File: src/rtl/spi_dma_rw_if.sv
// Memory-side and SPI-byte-engine-side signals of the SPI block DMA engine.
// The DMA engine drives the master modport; memory mux and SPI engine sit on the slave side.
interface spi_dma_rw_if #(
    parameter int unsigned ADDR_W = 16
) ();
    logic [ADDR_W-1:0] mem_addr;
    logic [7:0]        mem_odata;
    logic              mem_wr;
    logic              mem_rd;
    logic [7:0]        mem_idata;
    logic [7:0]        spi_di;
    logic              spi_wr;
    logic [7:0]        spi_do;
    logic              spi_dsr;

    modport master (
        output mem_addr, mem_odata, mem_wr, mem_rd, spi_di, spi_wr,
        input  mem_idata, spi_do, spi_dsr
    );

    modport slave (
        input  mem_addr, mem_odata, mem_wr, mem_rd, spi_di, spi_wr,
        output mem_idata, spi_do, spi_dsr
    );
endinterface

File: src/rtl/spi_dma_rw.sv
// Bidirectional multi-block DMA between the SPI byte engine and the 6502 memory bus.
// Read: token search, data to memory, CRC skip. Write: token, memory to SD, CRC, response, busy wait.
module spi_dma_rw #(
    parameter int unsigned ADDR_W    = 16,
    parameter int unsigned BLK_BYTES = 512,
    parameter int unsigned NBLK_W    = 4,
    parameter logic [7:0]  TOKEN     = 8'hFE,
    parameter int unsigned POLL_MAX  = 255
) (
    input  logic              clk,
    input  logic              reset_n,
    input  logic              ce,
    input  logic              start,
    input  logic              dir,
    input  logic [ADDR_W-1:0] iaddr,
    input  logic [NBLK_W-1:0] nblocks,
    output logic              busy,
    output logic              error,
    spi_dma_rw_if.master      bus
);

    localparam int unsigned BW        = $clog2(BLK_BYTES);
    localparam logic [BW-1:0] LAST    = BW'(BLK_BYTES - 1);
    localparam logic [7:0] POLL_LAST  = 8'(POLL_MAX - 1);

    typedef enum logic [3:0] {
        S_IDLE,
        S_RD_TOKEN,
        S_RD_DATA,
        S_RD_STORE,
        S_RD_CRC,
        S_WR_TOKEN,
        S_WR_FETCH,
        S_WR_RDWAIT,
        S_WR_LATCH,
        S_WR_DATA,
        S_WR_CRC,
        S_WR_RESP,
        S_WR_BUSY,
        S_DONE
    } state_e;

    // Byte-transfer sub-phase: request, two cycles where spi_dsr is stale, then wait for idle.
    typedef enum logic [1:0] {
        XS_SEND,
        XS_ISSUED,
        XS_SKIP,
        XS_WAIT
    } xfer_e;

    state_e            state_q, state_d;
    xfer_e             xst_q, xst_d;
    logic              dir_q, dir_d;
    logic [NBLK_W-1:0] nblk_q, nblk_d;
    logic [BW-1:0]     byte_q, byte_d;
    logic [7:0]        poll_q, poll_d;
    logic [ADDR_W-1:0] addr_q, addr_d;
    logic [7:0]        odata_q, odata_d;
    logic [7:0]        spi_di_q, spi_di_d;
    logic              mem_wr_q, mem_wr_d;
    logic              mem_rd_q, mem_rd_d;
    logic              spi_wr_q, spi_wr_d;
    logic              busy_q, busy_d;
    logic              error_q, error_d;
    logic              is_xfer;
    logic              xfer_done;
    logic              blk_end;

    // State and output registers; everything holds while ce is low.
    always_ff @(posedge clk or negedge reset_n) begin
        if (!reset_n) begin
            state_q  <= S_IDLE;
            xst_q    <= XS_SEND;
            dir_q    <= 1'b0;
            nblk_q   <= '0;
            byte_q   <= '0;
            poll_q   <= '0;
            addr_q   <= '0;
            odata_q  <= '0;
            spi_di_q <= 8'hFF;
            mem_wr_q <= 1'b0;
            mem_rd_q <= 1'b0;
            spi_wr_q <= 1'b0;
            busy_q   <= 1'b0;
            error_q  <= 1'b0;
        end else if (ce) begin
            state_q  <= state_d;
            xst_q    <= xst_d;
            dir_q    <= dir_d;
            nblk_q   <= nblk_d;
            byte_q   <= byte_d;
            poll_q   <= poll_d;
            addr_q   <= addr_d;
            odata_q  <= odata_d;
            spi_di_q <= spi_di_d;
            mem_wr_q <= mem_wr_d;
            mem_rd_q <= mem_rd_d;
            spi_wr_q <= spi_wr_d;
            busy_q   <= busy_d;
            error_q  <= error_d;
        end
    end

    always_comb begin
        state_d   = state_q;
        xst_d     = xst_q;
        dir_d     = dir_q;
        nblk_d    = nblk_q;
        byte_d    = byte_q;
        poll_d    = poll_q;
        addr_d    = addr_q;
        odata_d   = odata_q;
        spi_di_d  = spi_di_q;
        busy_d    = busy_q;
        error_d   = error_q;
        mem_wr_d  = 1'b0;
        mem_rd_d  = 1'b0;
        spi_wr_d  = 1'b0;
        blk_end   = 1'b0;
        is_xfer   = state_q inside {S_RD_TOKEN, S_RD_DATA, S_RD_CRC, S_WR_TOKEN,
                                    S_WR_DATA, S_WR_CRC, S_WR_RESP, S_WR_BUSY};
        xfer_done = is_xfer && (xst_q == XS_WAIT) && bus.spi_dsr;

        // Shared byte-transfer sequencing for every state that moves a byte over SPI
        if (is_xfer) begin
            case (xst_q)
                XS_SEND: begin
                    spi_wr_d = 1'b1;
                    spi_di_d = (state_q == S_WR_TOKEN) ? TOKEN : 8'hFF;
                    xst_d    = XS_ISSUED;
                end
                XS_ISSUED: xst_d = XS_SKIP;
                XS_SKIP:   xst_d = XS_WAIT;
                default:   ;
            endcase
        end

        case (state_q)
            S_IDLE, S_DONE: begin
                state_d = S_IDLE;
                if (start) begin
                    dir_d   = dir;
                    addr_d  = iaddr;
                    nblk_d  = nblocks;
                    error_d = 1'b0;
                    poll_d  = '0;
                    byte_d  = '0;
                    xst_d   = XS_SEND;
                    if (nblocks == '0) begin
                        busy_d  = 1'b0;
                        state_d = S_DONE;
                    end else begin
                        busy_d  = 1'b1;
                        state_d = dir ? S_WR_TOKEN : S_RD_TOKEN;
                    end
                end
            end
            S_RD_TOKEN: begin
                if (xfer_done) begin
                    xst_d = XS_SEND;
                    if (bus.spi_do == TOKEN) begin
                        byte_d  = '0;
                        state_d = S_RD_DATA;
                    end else if (poll_q == POLL_LAST) begin
                        error_d = 1'b1;
                        busy_d  = 1'b0;
                        state_d = S_DONE;
                    end else begin
                        poll_d = poll_q + 8'd1;
                    end
                end
            end
            S_RD_DATA: begin
                if (xfer_done) begin
                    odata_d  = bus.spi_do;
                    mem_wr_d = 1'b1;
                    state_d  = S_RD_STORE;
                end
            end
            S_RD_STORE: begin
                addr_d = addr_q + ADDR_W'(1);
                xst_d  = XS_SEND;
                if (byte_q == LAST) begin
                    byte_d  = '0;
                    state_d = S_RD_CRC;
                end else begin
                    byte_d  = byte_q + BW'(1);
                    state_d = S_RD_DATA;
                end
            end
            S_RD_CRC: begin
                if (xfer_done) begin
                    xst_d = XS_SEND;
                    if (byte_q == BW'(1)) blk_end = 1'b1;
                    else                  byte_d  = BW'(1);
                end
            end
            S_WR_TOKEN: begin
                if (xfer_done) begin
                    xst_d   = XS_SEND;
                    byte_d  = '0;
                    state_d = S_WR_FETCH;
                end
            end
            S_WR_FETCH: begin
                mem_rd_d = 1'b1;
                state_d  = S_WR_RDWAIT;
            end
            S_WR_RDWAIT: state_d = S_WR_LATCH;
            // Read data is valid this cycle; the spi_di register doubles as the byte latch.
            S_WR_LATCH: begin
                spi_di_d = bus.mem_idata;
                spi_wr_d = 1'b1;
                xst_d    = XS_ISSUED;
                state_d  = S_WR_DATA;
            end
            S_WR_DATA: begin
                if (xfer_done) begin
                    xst_d  = XS_SEND;
                    addr_d = addr_q + ADDR_W'(1);
                    if (byte_q == LAST) begin
                        byte_d  = '0;
                        state_d = S_WR_CRC;
                    end else begin
                        byte_d  = byte_q + BW'(1);
                        state_d = S_WR_FETCH;
                    end
                end
            end
            S_WR_CRC: begin
                if (xfer_done) begin
                    xst_d = XS_SEND;
                    if (byte_q == BW'(1)) begin
                        byte_d  = '0;
                        state_d = S_WR_RESP;
                    end else begin
                        byte_d = BW'(1);
                    end
                end
            end
            S_WR_RESP: begin
                if (xfer_done) begin
                    xst_d = XS_SEND;
                    if ((bus.spi_do & 8'h1F) == 8'h05) begin
                        poll_d  = '0;
                        state_d = S_WR_BUSY;
                    end else begin
                        error_d = 1'b1;
                        busy_d  = 1'b0;
                        state_d = S_DONE;
                    end
                end
            end
            S_WR_BUSY: begin
                if (xfer_done) begin
                    xst_d = XS_SEND;
                    if (bus.spi_do != 8'h00) begin
                        blk_end = 1'b1;
                    end else if (poll_q == POLL_LAST) begin
                        error_d = 1'b1;
                        busy_d  = 1'b0;
                        state_d = S_DONE;
                    end else begin
                        poll_d = poll_q + 8'd1;
                    end
                end
            end
            default: state_d = S_IDLE;
        endcase

        // Block finished: next block continues at the current address, or finish
        if (blk_end) begin
            xst_d  = XS_SEND;
            poll_d = '0;
            byte_d = '0;
            nblk_d = nblk_q - NBLK_W'(1);
            if (nblk_q == NBLK_W'(1)) begin
                busy_d  = 1'b0;
                state_d = S_DONE;
            end else begin
                state_d = dir_q ? S_WR_TOKEN : S_RD_TOKEN;
            end
        end
    end

    assign busy          = busy_q;
    assign error         = error_q;
    assign bus.mem_addr  = addr_q;
    assign bus.mem_odata = odata_q;
    assign bus.mem_wr    = mem_wr_q;
    assign bus.mem_rd    = mem_rd_q;
    assign bus.spi_di    = spi_di_q;
    assign bus.spi_wr    = spi_wr_q;

endmodule

File: src/flat_wrapper.sv
// flat-port wrapper written by rule: the top's interface ports become plain ports
module spi_dma_rw_flat 
#(
    parameter int unsigned ADDR_W    = 16,
    parameter int unsigned BLK_BYTES = 512,
    parameter int unsigned NBLK_W    = 4,
    parameter logic [7:0]  TOKEN     = 8'hFE,
    parameter int unsigned POLL_MAX  = 255
)
  (clk, reset_n, ce, start, dir, iaddr, nblocks, busy, error, bus_mem_addr, bus_mem_odata, bus_mem_wr, bus_mem_rd, bus_spi_di, bus_spi_wr, bus_mem_idata, bus_spi_do, bus_spi_dsr);
  spi_dma_rw_if #(.ADDR_W(ADDR_W)) bus_i ();
  input  logic clk;
  input  logic reset_n;
  input  logic ce;
  input  logic start;
  input  logic dir;
  input  logic [ADDR_W-1:0] iaddr;
  input  logic [NBLK_W-1:0] nblocks;
  output logic busy;
  output logic error;
  output wire logic [$bits(bus_i.mem_addr)-1:0] bus_mem_addr;
  output wire logic [$bits(bus_i.mem_odata)-1:0] bus_mem_odata;
  output wire logic [$bits(bus_i.mem_wr)-1:0] bus_mem_wr;
  output wire logic [$bits(bus_i.mem_rd)-1:0] bus_mem_rd;
  output wire logic [$bits(bus_i.spi_di)-1:0] bus_spi_di;
  output wire logic [$bits(bus_i.spi_wr)-1:0] bus_spi_wr;
  input wire logic [$bits(bus_i.mem_idata)-1:0] bus_mem_idata;
  input wire logic [$bits(bus_i.spi_do)-1:0] bus_spi_do;
  input wire logic [$bits(bus_i.spi_dsr)-1:0] bus_spi_dsr;
  assign bus_mem_addr = bus_i.mem_addr;
  assign bus_mem_odata = bus_i.mem_odata;
  assign bus_mem_wr = bus_i.mem_wr;
  assign bus_mem_rd = bus_i.mem_rd;
  assign bus_spi_di = bus_i.spi_di;
  assign bus_spi_wr = bus_i.spi_wr;
  assign bus_i.mem_idata = bus_mem_idata;
  assign bus_i.spi_do = bus_spi_do;
  assign bus_i.spi_dsr = bus_spi_dsr;
  spi_dma_rw #(.ADDR_W(ADDR_W), .BLK_BYTES(BLK_BYTES), .NBLK_W(NBLK_W), .TOKEN(TOKEN), .POLL_MAX(POLL_MAX)) u_core (.clk(clk), .reset_n(reset_n), .ce(ce), .start(start), .dir(dir), .iaddr(iaddr), .nblocks(nblocks), .busy(busy), .error(error), .bus(bus_i));
endmodule
File: config.mk
export PLATFORM = sky130hd
export DESIGN_NAME = spi_dma_rw_flat
export DESIGN_NICKNAME = d
export VERILOG_FILES = /design/src/rtl/spi_dma_rw_if.sv /design/src/rtl/spi_dma_rw.sv /design/src/flat_wrapper.sv
export SDC_FILE = /design/constraint.sdc
export NUM_CORES = 1
export LEC_CHECK = 0
export BUFFER_PORTS_ARGS = -buffer_cell sky130_fd_sc_hd__buf_2
export CORE_MARGIN = 5
export CORE_UTILIZATION = 30
export CTS_BUF_LIST = sky130_fd_sc_hd__clkbuf_16
export DETAILED_ROUTE_END_ITERATION = 6
export HOLD_SLACK_MARGIN = 0.1
export PLACE_DENSITY = 0.58
export SYNTH_ARGS = -nofsm -noshare
export SYNTH_HDL_FRONTEND = slang
export SYNTH_SLANG_ARGS = --single-unit
File: constraint.sdc
create_clock -name clk -period 4 [get_ports clk]
set_clock_uncertainty 0.2 [all_clocks]
set_input_delay 0.6 -clock clk [delete_from_list [all_inputs] [get_ports clk]]
set_output_delay 0.6 -clock clk [all_outputs]
set_load 0.01 [all_outputs]
Yosys cells after proc, flatten, opt, wreduce, memory -nomap -nowiden. Index checks and enable logic that the tools add are counted.

Muxes and demuxes: 91. Add/sub/neg operators: 4. Reductions and logical operators: 26. Eq/ne operators: 46.

Operators with widths (number): 8-bit 2-to-1 mux (12); 9-bit 2-to-1 mux (10); 4-bit 2-to-1 mux (19); 9-bit case mux with 7 select lines (1); 4-bit case mux with 13 select lines (1); 16-bit case mux with 3 select lines (1); 1-bit 2-to-1 mux (32); 16-bit 2-to-1 mux (2); 8-bit case mux with 4 select lines (1); 4-bit == test (second input constant) (6); 3-bit by 1-bit != test with 1-bit output (second input constant) (8); 8-bit nonzero test (3); 3-bit by 2-bit != test with 1-bit output (second input constant) (7); 9-bit AND reduction (2); 16-bit by 1-bit adder with 16-bit output (second input constant) (1); 4-bit by 3-bit == test with 1-bit output (second input constant) (4); 8-bit == test (second input constant) (2); 3-bit AND reduction (4); 11-bit AND reduction (1); 2-bit by 1-bit != test with 1-bit output (second input constant) (5); 10-bit AND reduction (1); 9-bit by 1-bit adder with 9-bit output (second input constant) (1); 9-bit by 1-bit == test with 1-bit output (second input constant) (1); 9-bit == test (second input constant) (1); other kinds (24) (41).

Output and inout port bits: 37. Register bits: 65. Input bits: 42.

Logic depth before layout (Yosys ltp). Gate-level depths: netlist (run 1).

Depth in word-level cells: 8. Mapped depth: 10. Mapped depth without buffers: 9.

Worst setup path before layout (run 1). No wires, ideal clock.

Kind: flip-flop to flip-flop. Start point: reg u_core.byte_q[0]. End point: reg u_core.byte_q[4]. Cell stages (with the launch flop): 11. Buffers on the path: 2. Data required time: 3.717 ns. Setup time: 0.083 ns. Arrival time: 2.508 ns. Period minus slack after synthesis: 2.791 ns. Path slack: 1.209 ns. Cells stage by stage: dfrtp_1 -> ha_1 -> and3_1 -> and3_1 -> and3_1 -> ha_1 -> or3_1 -> clkbuf_1 -> or3_1 -> buf_2 -> o22ai_1.

Cells in the longest elaborated chain, start to end: 6. Elaborated cells between the ends (all ways): 20.

RTL lines: start, declared (line spi_dma_rw.sv:55) `logic [BW-1:0] byte_q, byte_d;`; start signal, assigned (line spi_dma_rw.sv:91) `byte_q <= byte_d;`; branches (longest 6 deep; another with 9-bit by 1-bit adder with 9-bit output).

Parallel ways; which one is timed is not known. The select of a mux whose other input is x is not followed. A chain may end at the register's enable or synchronous reset.

Worst setup path after layout (run 1).
Start point: reg u_core.state_q[1]. End point: reg u_core.poll_q[6].

Cells in the longest elaborated chain, start to end: 8. Elaborated cells between the ends (all ways): 28.

RTL lines: start, declared (line spi_dma_rw.sv:51) `state_e state_q, state_d;`; start signal, assigned (line spi_dma_rw.sv:87) `state_q <= state_d;`; 4-bit by 1-bit == test with 1-bit output (tied with other cells) (line spi_dma_rw.sv:120, spi_dma_rw.sv:138); 8-bit nonzero test (line spi_dma_rw.sv:120) `is_xfer = state_q inside {S_RD_TOKEN, S_RD_DATA, S_RD_CRC, S_WR_TOKEN,`; 1-bit logical AND (2 in a row) (line spi_dma_rw.sv:122) `xfer_done = is_xfer && (xst_q == XS_WAIT) && bus.spi_dsr;`; 1-bit 2-to-1 mux (on tied branches) (line spi_dma_rw.sv:255, spi_dma_rw.sv:192); 1-bit case mux with 2 select lines (line spi_dma_rw.sv:138) `case (state_q)`; 3-bit by 1-bit != test with 1-bit output (no source line) (tied with other cells); 9-bit AND reduction (no source line); end signal, assigned (line spi_dma_rw.sv:92) `poll_q <= poll_d;`; end, declared (line spi_dma_rw.sv:56) `logic [7:0] poll_q, poll_d;`.

Parallel ways exist; a longest one is shown, timed or not.

==> out/qor.txt, run 1 <==
Max Slew Vio Count = 0
Num CTS Buffers = 9
R2r setup slk = 0.75 ns
Die area = 0.01749 mm²
Reg-to-reg critical path startpoint = u_core.state_q[1]
Placed cells = 744
Routed Antenna Nets = 0
Final Critical Period = 3.246 ns
Vias in the first global route = 4255
Share of layout cells above drive strength 1 = 24.00%
Final Core Density = 36.48%
First-pass GRT wire length = 22160 µm
CTS Hold Bufs = 0
First DRT Iteration DRCs = 344
Crit path required time = 4.05 ns
CP endpoint kind = register
Ports = 79
Tot Pwr = 3.864 mW
Starting Density = 30.74%
Setup crit start kind = register
Via/cell ratio = 5.893
Wirelength, routed = 13440 µm
Fin Setup TNS = 0 ns
Library cells used by synthesis = 79
Wirelength per Cell = 17.70 µm
Initial antenna violation count = 0
Layout Cells excl Fill = 759
Max Root-Sink Buffers = 2
Peak Freq = 308.1 MHz
Root Buffer = clkbuf_16
Clock insertion delay at the later pin of the skew report = 0.35 ns
Vias post-DR = 4473
Commonest non-fill, non-tap cells in the layout = 78 x buf_2, 57 x dfrtp_1, 41 x nor2_1
Arr. time, crit path = 3.29 ns
Commonest non-fill, non-tap cell in the layout = buf_2
Mapped Avg Cell Area = 8.897 µm²
Max Cap Violations = 0
CTS resizes = 0
GR peak layer = met2
Die X = 132.3 µm
Critical setup path kind = register to register
Row cnt = 44
Met2 usage = 22.68%
Max VDD drop = 223.8 µV
Placed wire-length estimate = 9611 µm
Nets = 621
Setup Buffers After CTS = 0
Post-synthesis instance area = 0.004484 mm²
Status = finished, final reports clean
Seq/Total Area, Yosys = 36.50%
Total track usage = 15.14%
Yosys reg bits = 65
Core area = 0.01459 mm²
Final hold violations = 0
Syn. warnings = 0
Die Ht = 132.3 µm
Met3 Usage GRT = 4.008%
Async SR Flop Fraction = 100.0%
Worst Tran Pin Value = 1.111 ns
Router iterations before antenna repair = 5
Final period utilization = 81.15%
PwrDens = 726.0 mW/mm²
Final setup fails = 0
Clock slew at reported path FFs = 0.05 ns
EDFF count, synth = 0
Worst-path fanout max = 24
Buffers on Ports = 78
Syn-to-layout area delta = 18.69%
Syn_nets = 554
Met1 GRT Util = 21.06%
Gr ovfl total = 0
Clock sink count = 65
GP Congestion = 0.9423
Slew HR = 25.47%
Pin count of the biggest net entering global routing = 33
Main flop type after synthesis = dfrtp_1
R2r worst-path depth = 5
RSZ-0062 raised after global routing = no
R2r endpoint = u_core.poll_q[6]
Synthesized instance count = 504
Leakage = 2.190 nW
Min-Delay Path Class = input pin to async pin
CTS tree = yes
H-tree Lvls = 3
Antenna cells = 0
# DRC = 0
==> cells in the mapped netlist, drive strengths merged (10+ instances only) <==
cell	n	area, µm²
nand3	14	70.07
a21oi	23	118.9
nand2	35	131.4
and3	11	68.82
a211oi	19	147.6
inv	25	93.84
clkbuf	19	71.32
a31oi	10	62.56
o21ai	23	118.9
nor2	41	153.9
o211ai	13	97.59
o22a	13	113.9
dfrtp	57	1426
a2111oi	13	151.4
mux2	13	150.1
buf	13	62.56
==> stage by stage <==
stage / cell area, µm² / worst slack [ns] / hold WS, ns
after floorplan: 4484 / 1.209 / 0.1044
after global placement: 5046 / 0.8858 / 0.2628
after detailed placement: 5046 / 0.8092 / 0.2676
after CTS: 5323 / 0.7838 / 0.1509
after global routing: 5323 / 0.6248 / 0.1890
final: 5323 / 0.7541 / 0.1197
==> power breakdown <==
part           internal, mW  leakage (nW)  switching, mW
Combinational         0.791          1.26           1.16
Clock                 0.470         0.141          0.294
Sequential            0.880         0.794          0.268
==> worst max-delay path, stage by stage, from the launching register on <==
cell and delay, ns:
dfrtp_1 0.64, mux2_4 0.45, a2111oi_4 0.69, o221ai_2 0.39, or3_4 0.51, o311ai_2 0.26
==> final cells by class <==
class,count,area (µm²)
Clock inverter,6,51.30
Fill cell,1478,9266
Inverter,25,93.84
Multi-Input combinational cell,382,2620
Timing Repair Buffer,88,465.4
Tap cell,184,230.2
Sequential cell,65,1637
Clock buffer,9,225.2
==> kinds of logic (layout without fill, tap and decap cells) <==
kind of cell / count (synthesis) / count (layout) / synth area share (%)
flip-flops: 65 / 65 / 36.50
AO/OA/AOI/OAI: 184 / 184 / 31.14
XOR/XNOR: 2 / 2 / 0.3907
buffers and inverters: 57 / 128 / 5.078
adder cells (fa/ha/maj): 8 / 8 / 2.232
multiplexers: 20 / 20 / 4.911
AND/OR/NAND/NOR: 168 / 168 / 19.76
==> routing by layer <==
layer  part of all wire [%]  vias to the layer above
met4                    2.0                        0
met2                     44                      197
met5                      0                        -
met3                    8.1                       26
met1                     45                     2168
li1                       -                     2082
==> sequential cells by signal, indices dropped and copies added, names as in the netlist <==
| register | flops |
|---|---|
| u_core.error | 1 |
| u_core.dir_q | 1 |
| u_core.busy | 1 |
| u_core.state_q | 4 |
| u_core.bus.mem_odata | 8 |
| u_core.bus.mem_rd | 1 |
| u_core.bus.mem_wr | 1 |
| u_core.poll_q | 8 |
| u_core.nblk_q | 4 |
| u_core.byte_q | 9 |
| u_core.xst_q | 2 |
| u_core.bus.mem_addr | 16 |
| u_core.bus.spi_wr | 1 |
| u_core.bus.spi_di | 8 |
==> worst max path at each step <==
stage	from	to	slack (ns)	depth (start not counted)
final	u_core.state_q[1]	u_core.poll_q[6]	0.75	5
after global routing	u_core.state_q[1]	u_core.poll_q[6]	0.62	5
after detailed placement	u_core.state_q[1]	u_core.poll_q[6]	0.81	5
after floorplan	u_core.byte_q[0]	u_core.byte_q[4]	1.21	10
after global placement	u_core.state_q[1]	u_core.poll_q[6]	0.89	5
after CTS	u_core.state_q[1]	u_core.poll_q[6]	0.78	5
No activity file was read; power rests on OpenSTA's default activity.
==> inputs of run 2 (changes only) <==
Clock period 4 ns to 3.4 ns, I/O delays scaled along.
==> out/qor.txt, run 2 (synthesis results as in run 1) <==
Antenna cells = 0 (unchanged)
Clock sink count = 65 (unchanged)
Core area = 0.01459 mm² (unchanged)
Syn-to-layout area delta = 20.79% (was 18.69%)
Root Buffer = clkbuf_16 (unchanged)
Wirelength per Cell = 17.41 µm (was 17.70 µm)
Setup crit start kind = register (unchanged)
R2r setup slk = 0.33 ns (was 0.75 ns)
Clock insertion delay at the later pin of the skew report = 0.34 ns (was 0.35 ns)
CTS tree = yes (unchanged)
Nets = 627 (was 621)
Peak Freq = 326.1 MHz (was 308.1 MHz)
RSZ-0062 raised after global routing = no (unchanged)
Wirelength, routed = 13340 µm (was 13440 µm)
Fin Setup TNS = 0 ns (unchanged)
Num CTS Buffers = 9 (unchanged)
Gr ovfl total = 0 (unchanged)
Pin count of the biggest net entering global routing = 66 (was 33)
Worst Tran Pin Value = 0.9995 ns (was 1.111 ns)
Slew HR = 32.80% (was 25.47%)
Arr. time, crit path = 3.07 ns (was 3.29 ns)
Largest register FFs = 16 (unchanged)
Crit-path slowest cell = nor4_1 (was a2111oi_4)
Commonest non-fill, non-tap cell in the layout = buf_2 (unchanged)
FF/Latch Area = 0.001637 mm² (unchanged)
CTS resizes = 0 (unchanged)
Max Root-Sink Buffers = 2 (unchanged)
Status = finished, final reports clean (unchanged)
Critical path cell sequence = buf_4, nor4_1, nor2_1, o221ai_2, or3_4, o211ai_1 (was mux2_4, a2111oi_4, o221ai_2, or3_4, o311ai_2)
Commonest non-fill, non-tap cells in the layout = 78 x buf_2, 57 x dfrtp_1, 41 x nor2_1 (unchanged)
Final Core Density = 37.13% (was 36.48%)
Starting Density = 30.74% (unchanged)
Vias post-DR = 4441 (was 4473)
PwrDens = 865.9 mW/mm² (was 726.0 mW/mm²)
Crit path required time = 3.41 ns (was 4.05 ns)
Worst-path fanout max = 19 (was 24)
Final period utilization = 90.20% (was 81.15%)
Die X = 132.3 µm (unchanged)
Ports = 79 (unchanged)
Initial antenna violation count = 0 (unchanged)
Die Ht = 132.3 µm (unchanged)
Vias in the first global route = 4254 (was 4255)
Max VDD drop = 354.1 µV (was 223.8 µV)
Crit path largest cell delay = 0.78 ns (was 0.69 ns)
First-pass GRT wire length = 22000 µm (was 22160 µm)
Placed wire-length estimate = 9382 µm (was 9611 µm)
Routed Antenna Nets = 0 (unchanged)
Buffers on Ports = 78 (unchanged)
# DRC = 0 (unchanged)
H-tree Lvls = 3 (unchanged)
Hold slack = 0.2055 ns (was 0.1197 ns)
Final setup fails = 0 (unchanged)
Leakage = 2.235 nW (was 2.190 nW)
Max Cap Violations = 0 (unchanged)
Final Critical Period = 3.067 ns (was 3.246 ns)
Share of layout cells above drive strength 1 = 24.91% (was 24.00%)
First DRT Iteration DRCs = 271 (was 344)
Total track usage = 15.11% (was 15.14%)
Router iterations before antenna repair = 5 (unchanged)
Row cnt = 44 (unchanged)
Critical setup path kind = register to register (unchanged)
Die area = 0.01749 mm² (unchanged)
Area of the multi-input gates = 0.002620 mm² (unchanged)
Clock slew at reported path FFs = 0.05 ns (about the same)
# fillers = 1498 (was 1478)
Max Slew Vio Count = 0 (unchanged)
GP Congestion = 0.8667 (was 0.9423)
Setup Buffers After CTS = 0 (unchanged)
CP endpoint kind = register (unchanged)
Min-Delay Path Class = input pin to register (was input pin to async pin)
Final hold violations = 0 (unchanged)
Via/cell ratio = 5.798 (was 5.893)
==> run 2: changes by cell type in the layout (fill, tap and decap cells not counted), sizes merged <==
| cell | before | now |
|---|---|---|
| buf | 88 | 93 |
| bufinv | 1 | 2 |
| clkinvlp | 0 | 1 |
| dlygate4sd3 | 0 | 1 |
| inv | 26 | 25 |
==> run 2: layout make-up <==
| type | instances | share of cell area (%) |
|---|---|---|
| clock buffer | 9 | 4.158 |
| clock inverter | 7 | 1.571 |
| inverter | 25 | 1.733 |
| multi-input combinational | 382 | 48.37 |
| sequential | 65 | 30.21 |
| tap | 184 | 4.250 |
| timing repair buffer | 94 | 9.702 |
==> run 2: metal layers <==
metal | share of wire, % | vias to the layer above | GRT usage (%) | wire [µm]
li1 | - | 2095 | - | -
met1 | 46 | 2152 | 20.02 | 6073
met3 | 8.3 | 17 | 5.076 | 1106
met5 | 0 | - | 0 | 0
met4 | 1.7 | 0 | 5.204 | 227
met2 | 44 | 177 | 23.08 | 5931
==> run 2: final timing paths <==
path	endpoint	cells past startpoint	from
max	u_core.poll_q[4]	6	u_core.state_q[0]
min in group asynchronous	u_core.bus.mem_addr[5]	3	reset_n
min reg2reg	u_core.bus.mem_wr	1	u_core.bus.mem_wr
min	u_core.bus.spi_di[7]	2	bus_mem_idata[7]
max in group asynchronous	u_core.bus.spi_di[2]	3	reset_n
max reg2reg	u_core.poll_q[4]	6	u_core.state_q[0]
==> run 2: critical path: cells and delay by family, from the launching register on <==
kind | cells | cell delay [ns]
flops | 1 | 0.59
simple gates | 3 | 1.22
compound gates | 2 | 0.64
buf+inv | 1 | 0.28
==> run 2: what timing repair did <==
item | CTS | global route
setup endpoints to repair | 0 | 0
hold endpoints to repair | 57 | 0
hold buffers | 1 | 0
==> run 2: where the power goes <==
group	switching, mW	internal (mW)	leakage, nW
Clock	0.353	0.634	0.150
Combinational	1.42	0.972	1.29
Sequential	0.281	1.04	0.794
==> run 2: metrics by stage <==
step                std cells  worst slack (ns)  power, mW  instance area [µm²]
floorplan                 504            0.6094      2.964                 4484
global placement          749            0.4926      3.635                 5096
detailed placement        749            0.4141      3.694                 5096
CTS                       766            0.4002      4.705                 5416
global route              766            0.1515      5.046                 5416
finish                    766            0.3332      4.690                 5416
